## config.mk

```make
export PLATFORM = sky130hd
export DESIGN_NAME = minesweeper_ctrl
export DESIGN_NICKNAME = d
export VERILOG_FILES = /design/src/rtl/minesweeper_ctrl.sv
export SDC_FILE = /design/constraint.sdc
export NUM_CORES = 1
export LEC_CHECK = 0
export CAP_MARGIN = 10
export CORE_MARGIN = 1.5
export CORE_UTILIZATION = 47
export DETAILED_ROUTE_END_ITERATION = 8
export PLACE_DENSITY = 0.8
export SYNTH_ARGS = -nofsm -noshare
export SYNTH_HDL_FRONTEND = slang
export SYNTH_SLANG_ARGS = --single-unit
export TNS_END_PERCENT = 20
```

## constraint.sdc

```tcl
create_clock -name clk -period 5.4 [get_ports clk]
set_clock_uncertainty 0.1 [all_clocks]
set_input_delay 1.08 -clock clk [delete_from_list [all_inputs] [get_ports clk]]
set_output_delay 1.08 -clock clk [all_outputs]
set_load 0.01 [all_outputs]
```

## src/rtl/minesweeper_ctrl.sv

```systemverilog
// Minesweeper game controller: accepts player actions, reads the board RAM,
// tracks revealed/flagged cells and counters, and writes display updates.
module minesweeper_ctrl #(
  parameter  int ROWS      = 8,
  parameter  int COLS      = 8,
  parameter  int NUM_MINES = 10,
  localparam int XW        = $clog2(COLS),
  localparam int YW        = $clog2(ROWS),
  localparam int CW        = $clog2(ROWS*COLS+1)
) (
  input  logic          clk,
  input  logic          rst,
  input  logic          init_btn,
  input  logic          act_valid,
  output logic          act_ready,
  input  logic          act_flag,
  input  logic [XW-1:0] act_x,
  input  logic [YW-1:0] act_y,
  output logic [YW+XW-1:0] rd_addr,
  input  logic [3:0]    rd_data,
  output logic          wr_en,
  output logic [YW+XW-1:0] wr_addr,
  output logic [3:0]    wr_data,
  output logic [1:0]    status,
  output logic [CW-1:0] flags_left,
  output logic [CW-1:0] revealed_cnt
);

  localparam int AW = YW + XW;
  localparam logic [CW-1:0] SAFE_CNT  = CW'(ROWS*COLS - NUM_MINES);
  localparam logic [CW-1:0] MINES_CNT = CW'(NUM_MINES);

  typedef enum logic [2:0] {S_IDLE, S_PLAY, S_RD, S_EV, S_WON, S_LOST} state_t;

  state_t state, state_nx;

  logic              init_q;
  logic              init_edge;
  logic              in_range;
  logic              accept;
  logic              lat_flag;
  logic [2**AW-1:0]  revealed;
  logic [2**AW-1:0]  flagged;
  logic              cell_rev, cell_flag;
  logic              ev_write;
  logic [3:0]        ev_data;
  logic              ev_set_rev, ev_set_flag, ev_clr_flag;

  assign init_edge = init_btn & ~init_q;
  assign in_range  = ({1'b0, act_x} < (XW+1)'(COLS)) && ({1'b0, act_y} < (YW+1)'(ROWS));
  assign act_ready = (state == S_PLAY);
  assign accept    = act_ready && act_valid && in_range;
  // rd_addr doubles as the latched cell index for the action in flight
  assign cell_rev  = revealed[rd_addr];
  assign cell_flag = flagged[rd_addr];

  always_ff @(posedge clk or posedge rst) begin
    if (rst) state <= S_IDLE;
    else     state <= state_nx;
  end

  always_comb begin
    state_nx    = state;
    ev_write    = 1'b0;
    ev_data     = 4'hF;
    ev_set_rev  = 1'b0;
    ev_set_flag = 1'b0;
    ev_clr_flag = 1'b0;
    status      = 2'b01;
    unique case (state)
      S_IDLE: begin
        status = 2'b00;
        if (init_edge) state_nx = S_PLAY;
      end
      S_PLAY: if (accept) state_nx = S_RD;
      S_RD:   state_nx = S_EV;
      S_EV: begin
        state_nx = S_PLAY;
        if (!lat_flag) begin
          if (!(cell_flag || cell_rev)) begin
            ev_write = 1'b1;
            if (rd_data == 4'd11) begin
              ev_data  = 4'd11;
              state_nx = S_LOST;
            end else begin
              ev_data    = rd_data;
              ev_set_rev = 1'b1;
              if ((revealed_cnt + CW'(1)) == SAFE_CNT) state_nx = S_WON;
            end
          end
        end else if (!cell_rev) begin
          if (cell_flag) begin
            ev_write    = 1'b1;
            ev_data     = 4'hF;
            ev_clr_flag = 1'b1;
          end else if (flags_left != '0) begin
            ev_write    = 1'b1;
            ev_data     = 4'd10;
            ev_set_flag = 1'b1;
          end
        end
      end
      S_WON: begin
        status = 2'b10;
        if (init_edge) state_nx = S_IDLE;
      end
      S_LOST: begin
        status = 2'b11;
        if (init_edge) state_nx = S_IDLE;
      end
      default: state_nx = S_IDLE;
    endcase
  end

  always_ff @(posedge clk or posedge rst) begin
    if (rst) begin
      init_q       <= 1'b0;
      lat_flag     <= 1'b0;
      rd_addr      <= '0;
      wr_en        <= 1'b0;
      wr_addr      <= '0;
      wr_data      <= 4'hF;
      revealed     <= '0;
      flagged      <= '0;
      flags_left   <= MINES_CNT;
      revealed_cnt <= '0;
    end else begin
      init_q <= init_btn;
      wr_en  <= ev_write;
      if (ev_write) begin
        wr_addr <= rd_addr;
        wr_data <= ev_data;
      end
      if (state == S_IDLE) begin
        revealed     <= '0;
        flagged      <= '0;
        flags_left   <= MINES_CNT;
        revealed_cnt <= '0;
      end
      if (accept) begin
        lat_flag <= act_flag;
        rd_addr  <= {act_y, act_x};
      end
      if (ev_set_rev) begin
        revealed[rd_addr] <= 1'b1;
        revealed_cnt      <= revealed_cnt + CW'(1);
      end
      if (ev_set_flag) begin
        flagged[rd_addr] <= 1'b1;
        flags_left       <= flags_left - CW'(1);
      end
      if (ev_clr_flag) begin
        flagged[rd_addr] <= 1'b0;
        flags_left       <= flags_left + CW'(1);
      end
    end
  end

endmodule

```

After elaboration in Yosys (flattened, before gate mapping). Index checks and enable logic that the tools add are counted.

Register bits after elaboration: 164. Input port bits: 15. Word-level logic and storage cells: 91. Output and inout port bits: 34.

Equality and inequality tests: 10. Magnitude comparators: 2. $add $sub $neg: 3. Bitwise gates (word level): 6. Reduce and logical (&&, ||, !) cells: 9. Multiplexer cells: 50.

Operators by type and width (number): 2-to-1 mux 64 bit (5); OR 64 bit (2); AND 64 bit (1); NOT 64 bit (1); 2-to-1 mux 7 bit (5); 2-to-1 mux 3 bit (10); 2-to-1 mux 1 bit (21); 2-to-1 mux 4 bit (4); one-hot mux 3 bit (5 select lines) (1); adder 7 x 1 -> 7 bit, second input constant (2); binary-select mux 1 bit (select 6 bit) (2); equality test 7 x 6 -> 1 bit, second input constant (1); < comparator 6 x 7 -> 1 bit, second input constant (1); nonzero test 7 bit (1); subtractor 7 x 1 -> 7 bit, second input constant (1); demux 1 bit (select 6 bit) (1); equality test 3 x 2 -> 1 bit, second input constant (2); equality test 3 bit, second input constant (2); >= comparator 6 x 1 -> 1 bit, second input constant (1); one-hot mux 2 bit (3 select lines) (1); equality test 4 bit, second input constant (1); inequality test 2 x 1 -> 1 bit, second input constant (2); equality test 3 x 1 -> 1 bit, second input constant (1); logical NOT 3 bit (1); other kinds (9) (10).

Depth between registers and ports, before layout. Gate-level depths: netlist (run 1).

Depth after elaboration: 9. Mapped depth: 14. Mapped depth without buffers: 9.

Worst setup path before layout (run 1). No wires, ideal clock.

Path type: register to register. Start: reg rd_addr[2]. End: reg wr_addr[0]. Period minus slack after synthesis: 3.163 ns. Library setup time: 0.125 ns. Required time: 5.175 ns. Data arrival time: 2.938 ns. Stages on the path, launching flop included: 13. Buffers on the path: 4. Slack: 2.237 ns. Cell sequence: dfrtp_1 buf_2 buf_2 buf_2 mux2i_1 o22ai_1 a22oi_1 nand4_1 a211oi_4 nand2_2 and2_4 buf_6 mux2_4.

Longest elaborated chain between the ends: 6. Elaborated cells on any way between the ends: 10. Classes of those cells: mux (9); reduce/logical (1).

RTL lines: start, declared (line 19) `output logic [YW+XW-1:0] rd_addr,`; start signal, assigned (line 142) `rd_addr <= {act_y, act_x};`; binary-select mux 1 bit (select 6 bit), on equally long branches (line 55, 54); 2-to-1 mux 1 bit, on equally long branches (line 55, 54); 2-to-1 mux 1 bit or logical OR 1 bit (tied branches) (line 92, 80); 2-to-1 mux 1 bit, on equally long branches (line 91, 80); 2-to-1 mux 1 bit (*) (line 79) `if (!lat_flag) begin`; 2-to-1 mux 1 bit (*) (line 70) `unique case (state)`; end signal, assigned (line 131) `wr_addr <= rd_addr;`; end, declared (line 22) `output logic [YW+XW-1:0] wr_addr,`.

Mark *: on every way between the ends. The rest lies on a longest branch, timed or not. The select of a mux whose other input is x is not followed. A chain may end at the register's enable or synchronous reset.

Worst setup path in the final report (run 1).
Start: reg rd_addr[0]. End: reg flagged[7].

Longest elaborated chain between the ends: 9. Elaborated cells on any way between the ends: 22. Classes of those cells: order compare (2); mux (16); bitwise (3); reduce/logical (1).

RTL lines: binary-select mux 1 bit (select 6 bit) (line 55) `assign cell_flag = flagged[rd_addr];`; 2-to-1 mux 1 bit (implied by the code) (line 55); 2-to-1 mux 1 bit (line 92) `if (cell_flag) begin`; 2-to-1 mux 1 bit (line 91) `end else if (!cell_rev) begin`; 2-to-1 mux 1 bit (line 79); 2-to-1 mux 1 bit (line 70); 2-to-1 mux 64 bit (line 148) `if (ev_set_flag) begin`; AND 64 bit (no line); 2-to-1 mux 64 bit (*) (line 152) `if (ev_clr_flag) begin`; end signal, assigned (line 136) `flagged <= '0;`; end signal, assigned by index (line 149) `flagged[rd_addr] <= 1'b1;`; end signal, assigned by index (line 153) `flagged[rd_addr] <= 1'b0;`; end, declared (line 43) `logic [2**AW-1:0] flagged;`.

Marked as above.

==> results of run 1 <==
-- sequential cells by signal, indices dropped and copies added, names as in the netlist, 3 cells and up --
| signal | flops |
|---|---|
| revealed_cnt | 7 |
| state | 3 |
| flagged | 64 |
| wr_data | 4 |
| wr_addr | 6 |
| rd_addr | 6 |
| flags_left | 7 |
| revealed | 64 |
-- where the power goes --
part	internal [W]	switching, W	total [W]
Clock	0.000827	0.000506	0.00133
Combinational	0.000606	0.000946	0.00155
Sequential	0.00135	0.000308	0.00165
-- cell usage in the layout, fill, tap and decap left out, drive strengths merged, types with 5 or more instances in the layout --
| cell type | n |
|---|---|
| o31ai | 12 |
| nand2b | 6 |
| a21oi | 6 |
| mux2 | 18 |
| o22ai | 6 |
| mux4 | 18 |
| o311ai | 6 |
| o21ai | 131 |
| nor3 | 8 |
| o211ai | 59 |
| or2 | 5 |
| nand2 | 147 |
| mux2i | 29 |
| a31oi | 9 |
| clkbuf | 22 |
| nor2 | 16 |
| dfrtp | 158 |
| buf | 15 |
| and3 | 6 |
| clkdlybuf4s50 | 48 |
| dfstp | 6 |
| nor2b | 5 |
| inv | 13 |
| nand3 | 17 |
| nor4 | 5 |
-- metrics by stage --
step / worst slack [ns] / std cells / area [um2] / hold WS [ns] / power, W
5_1_grt: 0.513 / 1076 / 9620 / 0.398 / 0.00474
3_5_place_dp: 0.882 / 1044 / 8960 / 0.366 / 0.00319
4_1_cts: 0.834 / 1076 / 9620 / 0.377 / 0.00453
2_1_floorplan: 2.14 / 829 / 8370 / 0.344 / 0.00267
3_3_place_gp: 1.06 / 1044 / 8960 / 0.359 / 0.00316
6_report: 0.777 / 1076 / 9620 / 0.376 / 0.00454
-- layer usage --
layer	vias up	wire length, um
li1	3054	-
met5	-	0
met4	0	446
met1	3500	9590
met2	282	10400
met3	39	1370
-- final timing paths --
path                           endpoint        from
max                          flagged[7]  rd_addr[0]
min                          wr_data[3]  wr_data[3]
max reg2reg                  flagged[7]  rd_addr[0]
min reg2reg                  wr_data[3]  wr_data[3]
max in group asynchronous   flagged[26]         rst
min in group asynchronous  revealed[19]         rst
-- logic make-up (layout without fill, tap and decap cells) --
| logic type | count (synthesis) | in the layout | share of synthesized area (%) |
|---|---|---|---|
| simple gates | 248 | 248 | 14.2 |
| compound gates | 258 | 258 | 19.9 |
| flops | 164 | 164 | 49.2 |
| buf+inv | 85 | 107 | 4.49 |
| fa+ha+maj | 4 | 4 | 0.599 |
| xor+xnor | 5 | 5 | 0.524 |
| mux | 65 | 65 | 11.1 |
-- layout make-up --
cell class                      instances  share of cell area (%)
Sequential cell                       164                    42.8
Timing Repair Buffer                   63                    6.56
Clock buffer                           22                    5.04
Multi-Input combinational cell        580                    40.5
Inverter                               12                   0.507
Tap cell                              225                    2.93
Clock inverter                         10                    1.74
-- tightest hold or removal path, delay by kind of cell, from the launching register on --
kind	cells	cell delay [ns]
compound gates	1	0.06
buf+inv	1	0.04
flops	1	0.37
==> summary.md, run 1 <==
| Metric | Value |
|---|---|
| Buffers inserted by post-CTS timing repair | 0 |
| Area of the die | 18,600 um2 |
| Worst Hold Class | reg -> reg |
| Cts repair resizes | 0 |
| Levels on crit path | 9 |
| Area occupied by multi-input gates | 3890 um2 |
| Kind of critical path | reg -> reg |
| Global-route wire length before repair | 35,100 um |
| CTS root buffer | clkbuf_16 |
| Slew Viols, Final | 0 |
| Die X | 136 um |
| Met3 usage | 5.48% |
| Post-synth EDFFs | 0 |
| CTS tree | yes |
| Leakage Power | 3.91 nW |
| Worst-Margin Slew | 1.04 ns |
| VDD IR-drop max | 0.000390 V |
| Drt pass-1 iters | 5 |
| Startpoint Class | flip-flop |
| Count leader, synth | dfrtp_1 |
| Post-CTS Hold Buffers | 0 |
| WL/cell | 20.3 um |
| CTS clk-pin slew, worst paths | 0.07 ns |
| Detailed placer's ending HPWL | 13,500 um |
| Post-synth ARST share | 100% |
| Synthesized Nets | 848 |
| Initial Utilization | 48.2% |
| #FFs+latches synth | 164 |
| Post-route minimum period | 4.62 ns |
| CP max stage delay | 1.00 ns |
| Filler cells | 1,450 |
| Worst setup EP type | flip-flop |
| Iter 0 DRT Violations | 724 |
| Top cell type's share of synthesized area | 47.3% |
| R2R Setup Slk | 0.78 ns |
| Buffers on Ports | 48 |
| Hold path depth | 2 |
| Maxcap violations | 0 |
| Seq/Total Area, Yosys | 49.2% |
| Largest net degree at the start of global routing | 80 |
| Routed wire length | 21,800 um |
| Worst EP required | 5.58 ns |
| Unrepaired setup endpoints after global routing | false |
| Hold Fails Final Rpt | 0 |
| Core area | 17,400 um2 |
| CP Buf/Inv Count | 1 |
| Syn Inst Count | 829 |
| DR vias/cell | 6.39 |
| H-tree depth | 4 |
| Post-synth top flop | dfrtp_1 |
| Final Util | 55.4% |
| Routing usage on met1 | 34.6% |
| Vias in the first global route | 6,470 |
| Final Cycle Share | 85.6% |
| Synth warn | 0 |
| Initial antenna violation count | 0 |
| DRT antenna net count | 0 |
| CTS buffer count | 17 |
| Gp weighted congestion | 0.872 |
| Number of cell rows | 48 |
| Synth top area cells | dfrtp_1, nand2_1, o211ai_1 |
| Cell depth of the worst flop-to-flop path | 9 |
| Gr busiest metal | met2 |
| Fmax | 0.216 GHz |
| Fraction of layout cells with a size suffix above 1 | 14.1% |
| Nets | 857 |
| Ant. Diodes | 0 |
| GRT Resource Usage Total | 24.5% |
| Unique masters post-synth | 72 |
| Slowest-stage cell, CP | dfrtp_2 |
| Clock buffer depth | 2 |
| Mapped Area | 8360 um2 |
| Clock latency on the worst-skew pair | 0.44 ns |
| Register area | 4110 um2 |
| CP max FO | 46 |
| Grt total ovfl | 0 |
| Clock Sinks | 164 |
| Fin Setup TNS | 0 ns |
| Crit path cell chain | mux4_2 > a221o_1 > nor3_2 > nand4_2 > a21oi_2 > nand2_2 > buf_4 > o211ai_1 > o21ai_0 |
| Die height | 136 um |
| IO Pins | 49 |
| Status | complete, no violations |
| Synth Area per Inst | 10.1 um2 |
| Power per cell area | 472 nW/um2 |
| Crit path arrival time | 4.81 ns |
| Slew margin rel. | 30.2% |
| Final setup violating endpoints | 0 |
| Family with the most delay on the worst path | compound AO/OA/AOI/OAI gates |
| Synth-to-layout area growth | 15.0% |
| Via count | 6,875 |
| DR DRC count | 0 |
| Top post-synthesis cells by count | dfrtp_1, nand2_1, o21ai_0 |
| Met2 GRT Util | 36.9% |
| Synth area leader | dfrtp_1 |
Note: power is estimated with default switching activity, not from simulation.
==> run 2, diff against run 1 <==
Settings changed: CORE_MARGIN 1.5 to 2.
==> run 2 against run 1 <==
- critical path depth is 1 lower
- clock power is 3% higher
- total power is 0.87% higher
- final area hardly changed
- worst hold slack better by 0.0046 ns
- via count is 1.6% lower
- setup slack better by 0.16 ns
- cell count is 0.19% higher
- critical endpoint is now flagged[24]
- largest power group unchanged
==> summary.md, run 2 (synthesis results as in run 1) <==
| Metric | Value |
|---|---|
| Status | complete, no violations |
| Post-CTS Hold Buffers | 0 |
| Buffers on Ports | 48 |
| DRT antenna net count | 0 |
| Iter 0 DRT Violations | 1,078 |
| Maxcap violations | 0 |
| Filler cells | 1,454 |
| Crit path arrival time | 4.69 ns |
| Ant. Diodes | 0 |
| Clock latency on the worst-skew pair | 0.43 ns |
| CTS clk-pin slew, worst paths | 0.06 ns |
| Hold Fails Final Rpt | 0 |
| Routed wire length | 21,800 um |
| Die height | 137 um |
| Die X | 137 um |
| Worst setup EP type | flip-flop |
| Fin Setup TNS | 0 ns |
| Drt pass-1 iters | 7 |
| Nets | 859 |
| WL/cell | 20.2 um |
| Pint | 0.00281 W |
| Switch Pwr | 0.00176 W |
| Vias in the first global route | 6,476 |
| Initial antenna violation count | 0 |
| Area of the die | 18,900 um2 |
| Comb pwr share | 34.0% |
| Commonest non-fill, non-tap cell in the layout | dfrtp_1 |
| Final setup violating endpoints | 0 |
| Worst-Margin Slew | 1.25 ns |
| Biggest regs | flagged: 64 flops, revealed: 64 flops |
| GRT Resource Usage Total | 24.2% |
| Fmax | 0.224 GHz |
| Slew Viols, Final | 0 |
| Reg power frac | 36.1% |
| Buffers inserted by post-CTS timing repair | 0 |
| Power per cell area | 476 nW/um2 |
| CTS buffer count | 17 |
| Total power | 0.00458 W |
| DR vias/cell | 6.28 |
| Commonest cells after routing, fill and taps aside | dfrtp_1, nand2_1, o21ai_0 |
| CTS root buffer | clkbuf_16 |
| Cts repair resizes | 0 |
| Via count | 6,768 |
| Global-route wire length before repair | 35,300 um |
| Clock buffer depth | 2 |
| CTS tree | yes |
| Sw Ratio | 38.5% |
| Worst Hold Class | reg -> reg |
| Initial Utilization | 48.2% |
| H-tree depth | 4 |
| Core area | 17,400 um2 |
| Worst EP required | 5.62 ns |
| Post-route minimum period | 4.47 ns |
| Hold path depth | 2 |
| CP max FO | 42 |
| Leakage Power | 3.90 nW |
| Fraction of layout cells with a size suffix above 1 | 14.1% |
| Kind of critical path | reg -> reg |
| Slew margin rel. | 16.1% |
| VDD IR-drop max | 0.000430 V |
| IO Pins | 49 |
| Final Cycle Share | 82.7% |
| Gp weighted congestion | 0.897 |
| Unrepaired setup endpoints after global routing | false |
| Number of cell rows | 48 |
| Largest net degree at the start of global routing | 110 |
| Startpoint Class | flip-flop |
| Detailed placer's ending HPWL | 13,700 um |
| DR DRC count | 0 |
| Clock Sinks | 164 |
| Cell depth of the worst flop-to-flop path | 8 |
| Grt total ovfl | 0 |
| Synth-to-layout area growth | 15.0% |
| Hold Worst Slack | 0.381 ns |
| Clk network pwr share | 29.9% |
run 2: worst max-delay path, cell delays in order, from the launching register on:
cell and delay [ns]:
dfrtp_2 0.98, mux4_2 0.60, a22o_1 0.26, nor4_1 0.35
o211ai_2 0.40, nor2_1 0.40, nand2_2 0.52, buf_4 0.45
o21ai_0 0.26
run 2: worst paths after layout:
check | start | endpoint | slack, ns
setup / recovery | rd_addr[0] | flagged[24] | 0.93
hold / removal | revealed[39] | revealed[39] | 0.38
setup reg to reg | rd_addr[0] | flagged[24] | 0.93
hold reg to reg | revealed[39] | revealed[39] | 0.38
max in group asynchronous | rst | wr_data[1] | 3.08
min in group asynchronous | rst | revealed[62] | 1.13
run 2: per-stage QoR:
step | setup WS [ns] | cell area (um2) | std cells | utilization, %
floorplan | 2.14 | 8370 | 829 | -
global placement | 1.23 | 8950 | 1046 | 51.6
detailed placement | 1.06 | 8950 | 1046 | 51.6
CTS | 0.969 | 9610 | 1078 | 55.4
global route | 0.647 | 9610 | 1078 | 55.4
finish | 0.934 | 9610 | 1078 | 55.4
run 2: power groups by stage:
stage	clock network [W]	logic, W	registers, W
4_1_cts	0.00138	0.00154	0.00164
2_1_floorplan	0	0.00118	0.00148
3_3_place_gp	0	0.00150	0.00166
5_1_grt	0.00144	0.00167	0.00168
3_5_place_dp	0	0.00152	0.00166
6_report	0.00137	0.00156	0.00165
run 2: metal layers:
layer	up-vias	GRT usage, %	wire length, um	share of wire, %
met5	-	0	0	0
met4	0	7.45	322	1.5
met3	34	5.92	1770	8.1
met2	326	36.7	10400	48
met1	3350	34.5	9270	43
li1	3058	-	-	-
run 2: area by class of cell:
type	count	area (um2)	area share, %
clock buffers	19	433	4.50
clock inverters	13	230	2.39
inverters	12	48.8	0.508
multi-input cells	580	3880	40.4
flip-flops and latches	164	4110	42.8
well taps	225	282	2.93
repair buffers	65	621	6.46
==> run 3, diff against run 2 <==
Clock period 5.4 ns to 3.6 ns, I/O delays scaled along.
==> run 3 against run 2 <==
- sequential share of layout area fell by 0.56 points
- worst hold slack lost 0.0064 ns
- setup slack got worse by 0.71 ns
- combinational power up 76%
- via count grew 0.10%
- fmax is 32% higher
- die area stayed put
- largest cell class unchanged
- first-iteration DRC count down 33%
- largest power group is now combinational cells
- sequential cell count unchanged
- critical path type unchanged
- core utilization grew 0.77 points
==> summary.md, run 3 (synthesis results as in run 1) <==
| Metric | Value |
|---|---|
| Register area | 4120 um2 |
| Clock buffer depth | 2 |
| Fin Setup TNS | 0 ns |
| Origin of the critical flop-to-flop path | rd_addr[0] |
| Power per cell area | 700 nW/um2 |
| Iter 0 DRT Violations | 721 |
| Die X | 137 um |
| Clock Sinks | 164 |
| Maxcap violations | 0 |
| Final setup violating endpoints | 0 |
| CTS buffer count | 17 |
| Commonest cells after routing, fill and taps aside | dfrtp_1, nand2_1, o21ai_0 |
| Ant. Diodes | 0 |
| Critical Path Start | rd_addr[0] |
| WL/cell | 19.9 um |
| DRT antenna net count | 0 |
| Post-route minimum period | 3.38 ns |
| Leakage Power | 3.98 nW |
| Via count | 6,775 |
| Fraction of layout cells with a size suffix above 1 | 15.8% |
| Buffers on Ports | 48 |
| Unrepaired setup endpoints after global routing | false |
| CP max FO | 45 |
| Kind of critical path | reg -> reg |
| Startpoint Class | flip-flop |
| Hold Crit Start | revealed[57] |
| Post-CTS Hold Buffers | 0 |
| Routed wire length | 21,800 um |
| Hold Worst Slack | 0.374 ns |
| Area of the die | 18,900 um2 |
| CTS clk-pin slew, worst paths | 0.06 ns |
| Number of cell rows | 48 |
| Hold path endpoint | revealed[57] |
| Drt pass-1 iters | 5 |
| Vias in the first global route | 6,585 |
| H-tree depth | 4 |
| DR DRC count | 0 |
| IO Pins | 49 |
| VDD IR-drop max | 0.000483 V |
| Cell depth of the worst flop-to-flop path | 10 |
| Hold Fails Final Rpt | 0 |
| GRT Resource Usage Total | 24.1% |
| RR Endpoint | flagged[28] |
| Grt total ovfl | 0 |
| Area occupied by multi-input gates | 3890 um2 |
| Core area | 17,400 um2 |
| Nets | 878 |
| Worst EP required | 3.83 ns |
| Initial Utilization | 48.2% |
| Global-route wire length before repair | 35,000 um |
| Slew Viols, Final | 0 |
| Clock latency on the worst-skew pair | 0.43 ns |
| Die height | 137 um |
| Gp weighted congestion | 0.878 |
| Hold path depth | 2 |
| R2R Setup Slk | 0.22 ns |
| DR vias/cell | 6.18 |
| Crit path arrival time | 3.61 ns |
| Status | complete, no violations |
| Worst Hold Class | reg -> reg |
| Commonest non-fill, non-tap cell in the layout | dfrtp_1 |
| Filler cells | 1,414 |
| Biggest regs | flagged: 64 flops, revealed: 64 flops |
| Fin worst setup slack | 0.220 ns |
| Slew margin rel. | 31.0% |
| Largest net degree at the start of global routing | 87 |
| Worst setup EP type | flip-flop |
| CTS tree | yes |
| Place WS | 0.166 ns |
| Initial antenna violation count | 0 |
| Fmax | 0.296 GHz |
| Detailed placer's ending HPWL | 14,100 um |
| Final Cycle Share | 93.9% |
| Synth-to-layout area growth | 16.6% |
| CTS root buffer | clkbuf_16 |
| Worst-Margin Slew | 1.03 ns |
-- run 3: per-layer routing --
metal / track usage (%) / share of wire (%) / vias to the layer above / wire length (um)
met5: 0 / 0 / - / 0
met4: 8.93 / 2.4 / 0 / 522
met3: 5.41 / 6.8 / 45 / 1490
met2: 37.4 / 47 / 280 / 10300
met1: 33.1 / 43 / 3351 / 9450
li1: - / - / 3099 / -
-- run 3: area by class of cell --
class,count,area share (%)
Tap cell,225,2.89
Clock buffer,22,4.76
Multi-Input combinational cell,580,39.9
Timing Repair Buffer,84,8.60
Clock inverter,9,1.09
Inverter,12,0.501
Sequential cell,164,42.2
-- run 3: worst max-delay path by stage --
stage                       end  slack [ns]
finish              flagged[28]        0.22
CTS                 flagged[28]        0.17
detailed placement  flagged[50]        0.17
global route        flagged[28]        0.05
floorplan            wr_addr[0]        0.44
global placement    flagged[26]        0.30
-- run 3: what timing repair did --
action | CTS | global route
buffers inserted | 0 | 0
setup endpoints to repair | 0 | 1
resized for setup | 0 | 2
-- run 3: power breakdown --
group | internal [W] | leakage [nW] | switching, W | total [W]
clock | 0.00105 | 0.272 | 0.000728 | 0.00178
sequential | 0.00203 | 2.23 | 0.000273 | 0.00230
combinational | 0.00108 | 1.48 | 0.00167 | 0.00275
-- run 3: stage by stage --
step / instance area, um2 / util (%) / total power [W] / cells
after global routing: 9750 / 56.2 / 0.00712 / 1096
after CTS: 9740 / 56.1 / 0.00679 / 1096
after floorplan: 8370 / - / 0.00400 / 829
after global placement: 9170 / 52.8 / 0.00497 / 1065
after detailed placement: 9170 / 52.8 / 0.00501 / 1065
final: 9750 / 56.2 / 0.00682 / 1096
-- run 3: critical path, stage by stage, from the launching register on --
cell and delay (ns):
dfrtp_2 0.41, buf_12 0.18, mux4_2 0.51, a22o_1 0.25
nor4_1 0.31, o211ai_2 0.24, buf_4 0.24, nor2_1 0.26
nand2_2 0.13, buf_4 0.30, o31ai_1 0.31
